**src/rtl/ov7670_pkg.sv**
```systemverilog
// Shared widths, the freeze-state encoding and the frame buffer address range helper
// for the camera frame buffer write path.
package ov7670_pkg;

    localparam int c_img_pxls    = 76800;
    localparam int c_nb_img_pxls = 17;
    localparam int c_nb_buf      = 12;

    typedef enum logic [1:0] {
        RUN        = 2'd0,
        FRZ_PEND   = 2'd1,
        FROZEN     = 2'd2,
        UNFRZ_PEND = 2'd3
    } freeze_st_t;

    function automatic logic addr_in_range(input logic [c_nb_img_pxls-1:0] addr);
        return (addr < 17'(c_img_pxls));
    endfunction

endpackage

```
**src/rtl/fb_freeze_fsm.sv**
```systemverilog
// Frame-aligned freeze control: freeze and unfreeze requests take effect only on a
// capture frame start, so the buffer always holds a complete image.
module fb_freeze_fsm
    import ov7670_pkg::*;
(
    input  logic clk,
    input  logic rst,
    input  logic freeze_req,
    input  logic cap_frame_start,
    output logic cap_allow,
    output logic frozen,
    output logic in_run
);

    freeze_st_t st_q;
    freeze_st_t st_d;
    logic       frozen_q;

    // Next state; a request level that changes before the frame start cancels the pending move.
    always_comb begin
        st_d = st_q;
        case (st_q)
            RUN: begin
                if (freeze_req) st_d = FRZ_PEND;
                else            st_d = RUN;
            end
            FRZ_PEND: begin
                if (!freeze_req)          st_d = RUN;
                else if (cap_frame_start) st_d = FROZEN;
                else                      st_d = FRZ_PEND;
            end
            FROZEN: begin
                if (!freeze_req) st_d = UNFRZ_PEND;
                else             st_d = FROZEN;
            end
            UNFRZ_PEND: begin
                if (freeze_req)           st_d = FROZEN;
                else if (cap_frame_start) st_d = RUN;
                else                      st_d = UNFRZ_PEND;
            end
            default: st_d = RUN;
        endcase
    end

    // State register with the frozen flag registered alongside it.
    always_ff @(posedge clk or posedge rst) begin
        if (rst) begin
            st_q     <= RUN;
            frozen_q <= 1'b0;
        end else begin
            st_q     <= st_d;
            frozen_q <= (st_d == FROZEN) || (st_d == UNFRZ_PEND);
        end
    end

    // The capture write on the freezing frame-start edge is already part of the next frame.
    assign cap_allow = (st_q == RUN) || ((st_q == FRZ_PEND) && (st_d != FROZEN));
    assign frozen    = frozen_q;
    assign in_run    = (st_q == RUN);

endmodule

```
**src/rtl/fb_wr_arbiter.sv**
```systemverilog
// Shares the cam_fb write port between capture (fixed priority) and processing
// (valid/ready). Define FB_ARB_STATS_EN to add the stall_cnt/frame_cnt outputs.
module fb_wr_arbiter
    import ov7670_pkg::*;
(
    input  logic                     clk,
    input  logic                     rst,
    input  logic                     cap_we,
    input  logic [c_nb_img_pxls-1:0] cap_addr,
    input  logic [c_nb_buf-1:0]      cap_data,
    input  logic                     cap_frame_start,
    input  logic                     freeze_req,
    input  logic                     proc_valid,
    input  logic [c_nb_img_pxls-1:0] proc_addr,
    input  logic [c_nb_buf-1:0]      proc_data,
    output logic                     proc_ready,
    output logic                     fb_we,
    output logic [c_nb_img_pxls-1:0] fb_addr,
    output logic [c_nb_buf-1:0]      fb_din,
    output logic                     frozen,
    output logic                     addr_err
`ifdef FB_ARB_STATS_EN
    ,
    output logic [15:0]              stall_cnt,
    output logic [15:0]              frame_cnt
`endif
);

    logic                     cap_allow_s;
    logic                     in_run_s;
    logic                     cap_win_s;
    logic                     proc_xfer_s;
    logic                     accept_s;
    logic                     in_range_s;
    logic [c_nb_img_pxls-1:0] sel_addr_s;
    logic [c_nb_buf-1:0]      sel_data_s;

    logic                     fb_we_q;
    logic [c_nb_img_pxls-1:0] fb_addr_q;
    logic [c_nb_buf-1:0]      fb_din_q;
    logic                     addr_err_q;

    fb_freeze_fsm u_freeze (
        .clk             (clk),
        .rst             (rst),
        .freeze_req      (freeze_req),
        .cap_frame_start (cap_frame_start),
        .cap_allow       (cap_allow_s),
        .frozen          (frozen),
        .in_run          (in_run_s)
    );

    // Grant and source select; a blocked capture pulse is simply dropped.
    always_comb begin
        cap_win_s   = cap_we & cap_allow_s;
        proc_xfer_s = proc_valid & ~cap_win_s;
        accept_s    = cap_win_s | proc_xfer_s;
        if (cap_win_s) begin
            sel_addr_s = cap_addr;
            sel_data_s = cap_data;
        end else begin
            sel_addr_s = proc_addr;
            sel_data_s = proc_data;
        end
        in_range_s = addr_in_range(sel_addr_s);
    end

    assign proc_ready = ~cap_win_s;

    // Registered write port; address/data hold while no write is accepted.
    always_ff @(posedge clk or posedge rst) begin
        if (rst) begin
            fb_we_q    <= 1'b0;
            fb_addr_q  <= '0;
            fb_din_q   <= '0;
            addr_err_q <= 1'b0;
        end else begin
            fb_we_q    <= accept_s & in_range_s;
            addr_err_q <= accept_s & ~in_range_s;
            if (accept_s) begin
                fb_addr_q <= sel_addr_s;
                fb_din_q  <= sel_data_s;
            end else begin
                fb_addr_q <= fb_addr_q;
                fb_din_q  <= fb_din_q;
            end
        end
    end

    assign fb_we    = fb_we_q;
    assign fb_addr  = fb_addr_q;
    assign fb_din   = fb_din_q;
    assign addr_err = addr_err_q;

`ifdef FB_ARB_STATS_EN
    logic [15:0] stall_cnt_q;
    logic [15:0] frame_cnt_q;

    // Saturating stall and frame counters.
    always_ff @(posedge clk or posedge rst) begin
        if (rst) begin
            stall_cnt_q <= 16'h0000;
            frame_cnt_q <= 16'h0000;
        end else begin
            if (proc_valid && cap_win_s && (stall_cnt_q != 16'hFFFF))
                stall_cnt_q <= stall_cnt_q + 16'h0001;
            else
                stall_cnt_q <= stall_cnt_q;
            if (cap_frame_start && in_run_s && (frame_cnt_q != 16'hFFFF))
                frame_cnt_q <= frame_cnt_q + 16'h0001;
            else
                frame_cnt_q <= frame_cnt_q;
        end
    end

    assign stall_cnt = stall_cnt_q;
    assign frame_cnt = frame_cnt_q;
`endif

endmodule

```
**config.mk**
```make
export PLATFORM = sky130hd
export DESIGN_NAME = fb_wr_arbiter
export DESIGN_NICKNAME = d
export VERILOG_FILES = /design/src/rtl/ov7670_pkg.sv /design/src/rtl/fb_freeze_fsm.sv /design/src/rtl/fb_wr_arbiter.sv
export SDC_FILE = /design/constraint.sdc
export NUM_CORES = 1
export LEC_CHECK = 0
export BUFFER_PORTS_ARGS = -buffer_cell sky130_fd_sc_hd__buf_4
export CAP_MARGIN = 20
export CORE_ASPECT_RATIO = 0.5
export CORE_UTILIZATION = 43
export CTS_CLUSTER_DIAMETER = 200
export DETAILED_ROUTE_END_ITERATION = 10
export PLACE_DENSITY = 0.84
export SETUP_SLACK_MARGIN = 0.1
export SLEW_MARGIN = 20
export SYNTH_ARGS = -nofsm -noshare
export SYNTH_HDL_FRONTEND = slang
export SYNTH_SLANG_ARGS = --single-unit
```
**constraint.sdc**
```tcl
create_clock -name clk -period 2 [get_ports clk]
set_clock_uncertainty 0.1 [all_clocks]
set_input_delay 0.4 -clock clk [delete_from_list [all_inputs] [get_ports clk]]
set_output_delay 0.4 -clock clk [all_outputs]
set_load 0.02 [all_outputs]
```
==> out/metrics.cfg, run 1 <==
[status]
status = finished, final reports clean

[final_layout]
nets = 314
fin_area_sq_um = 2480
layoutNonFillerInstCount = 302
area_growth_syn_to_layout_pct = 50.27
antenna_cells = 0
final_layout_size_suffix_gt1_share_pct = 43.82
fillers = 283

[timing]
slew_headroom_pct = 67.12
final.setup.tns_ns = 0
layout_setup_ws_ns = 0.2038
final-setup-viol-count = 0
fin_crit_ns = 1.796
hold_viol_final = 0
rsz0062_at_grt = no
fin_crit_sh_pct = 89.81
slew_violations = 0
clock.fmax_ghz = 0.5567
tightest_slew_ns = 0.4932

[yosys]
netlist_top_cells_area = dfrtp_1 (52%), mux2i_1 (17%), a21oi_1 (9.1%)
synth_area_leader_cell = dfrtp_1
yosysMostFrequentCell = dfrtp_1
synth.avg_cell_area_sq_um = 10.58
synth_fp_nets = 220
synth_mux_area_share_pct = 17.89
synth_top_family_by_area = multiplexers
synth_edf_count = 0
yosysTopAreaCellShare_pct = 51.55
synth_common_cells = dfrtp_1 (34), a21oi_1 (30), nor3_1 (29)
synthAdderAreaFrac_pct = 0
synth_compound_area_share_pct = 12.89
syn_inst = 156
synth_ff_type = dfrtp_1
synth_cell_types = 22
synth-simple-area-share_pct = 11.37
synth-xor-area-share_pct = 0.5307
ys_ff_latch = 34
async_flop_share_pct = 100.0
synth_area_sq_um = 1650
yosys_warnings = 0
yosysSeqAreaShare_pct = 51.55

[cts]
cts_hold_buffers = 0
post_cts_resized = 0
clockBufferDepth = 2
clk_pin_slew_ns = 0.06
cts_root_buf = clkbuf_8
cts_tree = done
post_cts_buffers = 0
h-tree-depth = 2
clkLatencyLatePin_ns = 0.28
cts.sinks = 34
cts_buffers = 5

[detailed_routing]
detail_route.vias_per_cell = 5.238
vias = 1582
drtIter0Drc = 106
first_pass_iters = 4
routed_wl_mm = 4.312
wl_per_cell_um = 14.28
drc = 0
final_antenna_net_count = 0

[setup_path]
cp_max_fo = 3
crit_required_ns = 1.50
path_class = reg -> out
worstSetupStartpointType = flip-flop
crit_path_end_kind = output port
crit_arrival_ns = 1.30

[placement]
dp_slack_ns = 0.3413
dp_hpwl_mm = 3.173
io_buffers = 96
globalplace.congestion = 0.7481
dpl_cell_area_sq_um = 2389
dpl.cell_count = 294

[power_and_ir_drop]
leakage_nw = 1.236
power_density_nw_per_um2 = 1164
irDropWorstVdd_v = 0.0005221

[global_route]
grt-ovfl-total = 0
antenna_found_initial = 0
grt_pass1_vias = 1477
gr-usage-all-layers_pct = 21.66
grt_max_degree = 35
grt_pass1_wl_mm = 6.603

[floorplanning]
chipWidth_um = 89.61
pin_count = 97
core_region_area_sq_um = 3547
num_rows = 15
start_util_pct = 46.53
die_y_um = 45.81
dieArea_sq_um = 4105

[hold_path]
holdCritPathClass = in -> async

[flow_run]
max-cap-violations = 0

==> critical path, stage by stage (launching register included) <==
cell	delay, ns
dfrtp_1	0.39
and3_1	0.20
or2_1	0.26
buf_4	0.17
==> layout make-up <==
cell class,count,area (sq um),area share [%]
Clock buffer,7,86.33,3.481
Timing Repair Buffer,102,765.7,30.88
Sequential cell,34,850.8,34.31
Inverter,1,3.754,0.1514
Multi-Input combinational cell,106,704.4,28.41
Tap cell,51,63.81,2.573
Clock inverter,1,5.005,0.2018
==> layout by cell type, fill, tap and decap left out <==
cell type	instances
mux2i_1	28
a21oi_1	30
a31oi_1	1
o21ai_0	1
clkinv_2	1
inv_1	1
clkbuf_8	6
xnor2_1	1
a211oi_1	2
nand2b_1	2
and3_1	1
buf_4	102
nand3_1	2
a21o_1	2
o22ai_1	1
nand2_1	2
a21boi_0	2
nor3_1	29
or2_1	1
mux2_4	1
dfrtp_1	34
clkbuf_1	1
==> metal layers <==
metal	global-route usage [%]	vias to the layer above	routed length, um
met4	6.984	0	38
met5	0	-	0
met1	27.05	781	1780
met2	37.73	50	2267
li1	-	746	-
met3	5.254	5	224
==> logic make-up (layout without fill, tap and decap cells) <==
| kind of cell | count (synthesis) | count (layout) |
|---|---|---|
| compound gates | 39 | 39 |
| xor+xnor | 1 | 1 |
| buf+inv | 16 | 111 |
| mux | 29 | 29 |
| simple gates | 37 | 37 |
| flops | 34 | 34 |
==> final timing paths <==
| path | startpoint | slack, ns | cells past startpoint | endpoint |
|---|---|---|---|---|
| max in group asynchronous | rst | 1.39 | 3 | fb_din[4] |
| min in group clk | cap_frame_start | 0.20 | 2 | u_freeze.st_q[0] |
| worst max-delay path | u_freeze.st_q[0] | 0.20 | 3 | proc_ready |
| worst min register to register | u_freeze.st_q[0] | 0.37 | 1 | u_freeze.st_q[0] |
| worst max register to register | u_freeze.st_q[0] | 0.46 | 4 | addr_err |
| worst min-delay path | rst | 0.11 | 3 | u_freeze.frozen |
==> power by group <==
group | switching (mW) | internal (mW) | leakage, nW
sequential | 0.143 | 0.935 | 0.389
clock | 0.233 | 0.277 | 0.0482
combinational | 0.711 | 0.588 | 0.799
total | 1.09 | 1.80 | 1.24
==> state kept, by name (all words and copies together), names as in the netlist <==
register / count
fb_addr: 17
fb_din: 12
u_freeze.st_q: 2
addr_err: 1
fb_we: 1
u_freeze.frozen: 1
==> through the flow <==
stage	util (%)	hold WS (ns)	power, mW
after detailed placement	67.34	0.3613	2.394
after floorplan	-	0.3338	1.823
after global placement	67.34	0.3454	2.354
final	69.91	0.1091	2.887
after global routing	69.91	0.1414	3.061
after CTS	69.91	0.1273	2.904
(Power assumes the default switching activity.)
==> inputs of run 2 (changes only) <==
- ABC_AREA: default -> 1
- CORE_ASPECT_RATIO: 0.5 -> default
- PLACE_DENSITY: 0.84 -> 0.85
- SLEW_MARGIN: 20 -> 40
==> run 2 against run 1 <==
  * Count of clock-buffer cells in the layout down 1
  * Cell count up 11%
  * Hold slack worse by 0.0015 ns
  * First-iteration DRC count down 22%
  * Synthesized cell count up 26%
  * Critical path type unchanged
  * Critical endpoint unchanged
==> out/metrics.cfg, run 2 <==
[power_and_ir_drop]
p_int_mw = 1.723
comb_power_share_pct = 45.7
p_clk_share_pct = 17.0
p_sw_mw = 1.120
p_sw_share_pct = 39.39
leakage_nw = 1.299
power_density_nw_per_um2 = 1173
p_seq_share_pct = 37.3
irDropWorstVdd_v = 0.0006416

[setup_path]
crit_arrival_ns = 1.25
path_class = reg -> out
crit_required_ns = 1.50
cp_num_buf_inv = 1
startpoint = u_freeze.st_q[1]
rrSetupSlack_ns = 0.30
r2r_start = u_freeze.st_q[1]
slowest_stage = dfrtp_1
worstSetupStartpointType = flip-flop
r2r_cells = 7
slowest_delay_ns = 0.43
rr_endpoint = fb_din[4]
path_cells = nor2_4 > nand2_4 > buf_4
cp_max_fo = 11
crit_path_end_kind = output port
crit_family = flip-flops

[global_route]
grt_pass1_wl_mm = 7.196
grt_pass1_vias = 1611
grt_max_degree = 35
grt-ovfl-total = 0
antenna_found_initial = 0
gr-usage-all-layers_pct = 23.73

[detailed_routing]
vias = 1632
drc = 0
drtIter0Drc = 83
detail_route.vias_per_cell = 4.857
wl_per_cell_um = 13.04
final_antenna_net_count = 0
first_pass_iters = 4
routed_wl_mm = 4.382

[final_layout]
layout_commonest_cell = buf_4
fillers = 287
area_growth_syn_to_layout_pct = 50.15
largest_register_ffs = 17
nets = 355
fin_area_sq_um = 2424
multiInputGateArea_sq_um = 650.6
seq_area_sq_um = 850.8
final_layout_size_suffix_gt1_share_pct = 37.93
antenna_cells = 0
layout_common_cells = buf_4 (99), nand2_1 (71), nand3_1 (49)

[floorplanning]
pin_count = 97
dieArea_sq_um = 4002
chipWidth_um = 63.27
num_rows = 21
core_region_area_sq_um = 3468
start_util_pct = 46.54
die_y_um = 63.27

[cts]
post_cts_buffers = 0
h-tree-depth = 2
clk_pin_slew_ns = 0.06
cts_buffers = 5
post_cts_resized = 0
cts.sinks = 34
cts_tree = done
cts_root_buf = clkbuf_8
clkLatencyLatePin_ns = 0.28
clockBufferDepth = 2
cts_hold_buffers = 0

[yosys]
synth_area_sq_um = 1614
netlist_top_cells_area = dfrtp_1 (53%), nand2_1 (17%), nand3_1 (15%)
synth.avg_cell_area_sq_um = 8.235
synth_mux_area_share_pct = 0
synthAdderAreaFrac_pct = 0
synth_common_cells = nand2_1 (71), nand3_1 (49), dfrtp_1 (34)
yosys_warnings = 0
synth_ff_type = dfrtp_1
synth-xor-area-share_pct = 0
yosysMostFrequentCell = nand2_1
synth_edf_count = 0
synth_top_family_by_area = simple AND/OR/NAND/NOR gates
synth_area_leader_cell = dfrtp_1
yosysTopAreaCellShare_pct = 52.71
synth_fp_nets = 260
async_flop_share_pct = 100.0
synth_compound_area_share_pct = 4.109
synth_cell_types = 20
synth-simple-area-share_pct = 36.20
syn_inst = 196
yosysSeqAreaShare_pct = 52.71
ys_ff_latch = 34

[timing]
fin_crit_ns = 1.747
clock.fmax_ghz = 0.5725
layout_setup_ws_ns = 0.2533
tightest_slew_ns = 0.4218
final.setup.tns_ns = 0
final-setup-viol-count = 0
slew_headroom_pct = 71.88
fin_crit_sh_pct = 87.34
slew_violations = 0
hold_viol_final = 0
rsz0062_at_grt = no

[placement]
dp_hpwl_mm = 3.179
dp_slack_ns = 0.2512
io_buffers = 96
globalplace.congestion = 0.8199
dpl_cell_area_sq_um = 2341

[hold_path]
holdCritPathClass = in -> async

[flow_run]
max-cap-violations = 0

[status]
status = finished, final reports clean

-- run 2: cells by family (layout without fill, tap and decap cells) --
kind of cell,after synthesis,in the layout
buffers and inverters,20,114
AO/OA/AOI/OAI,12,12
flip-flops,34,34
AND/OR/NAND/NOR,130,130
-- run 2: worst max-delay path by stage --
stage | endpoint | slack, ns | cells past startpoint
3_5_place_dp | fb_din[10] | 0.25 | 9
6_report | proc_ready | 0.25 | 3
4_1_cts | proc_ready | 0.24 | 3
5_1_grt | fb_addr[14] | 0.14 | 7
2_1_floorplan | proc_ready | 0.47 | 5
3_3_place_gp | fb_addr[12] | 0.31 | 8
-- run 2: layout make-up --
class / count / area share, %
clock buffers: 6 / 3.407
inverters: 9 / 1.600
flip-flops and latches: 34 / 35.11
multi-input cells: 142 / 26.85
well taps: 46 / 2.375
repair buffers: 99 / 30.67
-- run 2: routing by layer --
metal	vias to the layer above	part of all wire, %	routed length [um]	global-route usage [%]
met5	-	0	0	0
met4	0	2.8	121	13.07
met3	10	5.8	256	4.348
met1	734	42	1828	27.60
li1	828	-	-	-
met2	60	50	2175	40.99
-- run 2: metrics by stage --
| step | cells | hold slack (ns) | util (%) | power [mW] |
|---|---|---|---|---|
| 3_5_place_dp | 330 | 0.3712 | 67.50 | 2.374 |
| 2_1_floorplan | 196 | 0.3838 | - | 1.815 |
| 6_report | 336 | 0.1075 | 69.88 | 2.843 |
| 3_3_place_gp | 330 | 0.3656 | 67.50 | 2.341 |
| 5_1_grt | 336 | 0.1586 | 69.88 | 3.036 |
| 4_1_cts | 336 | 0.1181 | 69.88 | 2.866 |
-- run 2: worst register-to-register path, stage by stage, from the launching register on --
cell     delay (ns)
dfrtp_1        0.43
nor2_4         0.23
nand2_4        0.13
inv_2          0.08
or2_1          0.28
inv_6          0.16
nand2_1        0.11
nand3_1        0.07
-- run 2: power groups by stage --
stage                     sequential, mW  combinational (mW)  clock, mW
after global routing                1.09                1.41      0.538
after floorplan                     1.33               0.485          0
after CTS                           1.06                1.31      0.497
after detailed placement            1.07                1.31          0
final                               1.06                1.30      0.484
after global placement              1.07                1.28          0
==> inputs of run 3 (changes only) <==
- CELL_PAD_IN_SITES_DETAIL_PLACEMENT: default -> 1
- CELL_PAD_IN_SITES_GLOBAL_PLACEMENT: default -> 1
- CORE_UTILIZATION: 43 -> 29
- HOLD_SLACK_MARGIN: default -> 0.12
- PLACE_DENSITY: 0.85 -> 0.84
- SYNTH_HIERARCHICAL: default -> 1
==> run 3 against run 2 <==
  * Area after synthesis fell by 1.4%
  * Core utilization fell by 21 points
  * Sequential cell count fell by 1
  * First-iteration DRC count is 33% lower
  * Routed wire length is 17% higher
  * Largest cell class unchanged
==> out/metrics.cfg, run 3 <==
[setup_path]
crit_arrival_ns = 1.30
crit_path_end_kind = output port
crit_family = buffers and inverters
crit_required_ns = 1.50
slowest_stage = dfrtp_1
worstSetupStartpointType = flip-flop
cp_max_fo = 16
path_cells = inv_1 > nand2_1 > inv_2 > nand2_4 > buf_12 > buf_4
path_class = reg -> out
slowest_delay_ns = 0.43
cp_num_buf_inv = 4

[power_and_ir_drop]
p_sw_mw = 1.197
power_density_nw_per_um2 = 1179
p_clk_share_pct = 18.0
total_power_mw = 3.008
p_seq_share_pct = 34.3
irDropWorstVdd_v = 0.0004276
p_int_mw = 1.811
leakage_nw = 1.368
comb_power_share_pct = 47.7
p_sw_share_pct = 39.80

[final_layout]
multiInputGateArea_sq_um = 673.1
antenna_cells = 0
seq_area_sq_um = 825.8
fin_area_sq_um = 2550
largest_register_ffs = 17
layout_common_cells = buf_4 (101), nand2_1 (70), nand3_1 (50)
layout_commonest_cell = buf_4
final_util_pct = 48.99
fillers = 663
final_layout_size_suffix_gt1_share_pct = 40.79
area_growth_syn_to_layout_pct = 60.22
nets = 367

[placement]
globalplace.congestion = 0.7769
dpl_cell_area_sq_um = 2404
dp_hpwl_mm = 3.824
io_buffers = 96

[cts]
post_cts_buffers = 0
clkLatencyLatePin_ns = 0.27
cts.sinks = 33
clockBufferDepth = 2
cts_buffers = 5
cts_root_buf = clkbuf_8
clk_pin_slew_ns = 0.07
h-tree-depth = 2
cts_tree = done

[status]
status = finished, final reports clean

[timing]
tightest_slew_ns = 0.3976
final.setup.tns_ns = 0
hold_viol_final = 0
slew_violations = 0
rsz0062_at_grt = no
fin_crit_ns = 1.800
clock.fmax_ghz = 0.5556
fin_crit_sh_pct = 90.00
slew_headroom_pct = 73.49
hold_ws_ns = 0.2440
final-setup-viol-count = 0

[detailed_routing]
drc = 0
routed_wl_mm = 5.107
first_pass_iters = 4
vias = 1739
wl_per_cell_um = 13.66
final_antenna_net_count = 0
drtIter0Drc = 56
detail_route.vias_per_cell = 4.650

[yosys]
syn_inst = 202
synth_fp_nets = 266
synth.avg_cell_area_sq_um = 7.879
yosys_warnings = 6
synth_area_sq_um = 1592

[floorplanning]
die_y_um = 76.08
start_util_pct = 30.58
core_region_area_sq_um = 5205
dieArea_sq_um = 5788
pin_count = 97
num_rows = 26
chipWidth_um = 76.08

[global_route]
antenna_found_initial = 0
gr-usage-all-layers_pct = 18.03
grt-ovfl-total = 0
grt_max_degree = 32
grt_pass1_wl_mm = 8.397
grt_pass1_vias = 1805

[hold_path]
holdCritPathClass = in -> reg

[flow_run]
max-cap-violations = 0

[run 3: final timing paths]
path                               endpoint  slack [ns]  depth (start not counted)              from
hold reg to reg                 fb_addr[16]        0.38                          2       fb_addr[16]
setup / recovery                 proc_ready        0.20                          6  u_freeze/st_q[1]
setup reg to reg                      fb_we        0.45                         11  u_freeze/st_q[1]
hold / removal                    fb_din[0]        0.24                          3       cap_data[0]
min in group asynchronous  u_freeze/st_q[0]        0.44                          3               rst
max in group asynchronous          addr_err        0.84                          4               rst
[run 3: per-stage QoR]
step           worst slack, ns  cells
4_1_cts                 0.1444    373
3_3_place_gp            0.3325    364
2_1_floorplan           0.3183    202
6_report                0.2000    374
5_1_grt                 0.1234    374
3_5_place_dp            0.2580    364
[run 3: repair_timing]
item,in CTS,in global routing
endpoints found under the setup margin,0,1
hold endpoints to repair,2,0
resized for setup,0,3
hold buffers,1,0
[run 3: metal layers]
metal | GRT usage, % | wire [um]
met5 | 0 | 0
met4 | 4.038 | 55
met2 | 32.91 | 2563
met1 | 20.80 | 2210
met3 | 5.150 | 278
[run 3: tightest hold or removal path: stages]
cell and delay (ns):
buf_4 0.07, nand2_1 0.04, nand3_1 0.07
[run 3: area by class of cell]
class	instances	share of cell area, %
Clock buffer	7	3.778
Clock inverter	1	0.1963
Inverter	13	1.914
Multi-Input combinational cell	146	26.40
Sequential cell	33	32.38
Tap cell	70	3.435
Timing Repair Buffer	104	31.89
[run 3: power groups by stage]
stage	sequential, mW	clock, mW	combinational, mW
after floorplan	1.29	0	0.499
after global placement	1.03	0	1.37
after detailed placement	1.04	0	1.40
after CTS	1.03	0.559	1.41
after global routing	1.06	0.585	1.56
final	1.03	0.541	1.44
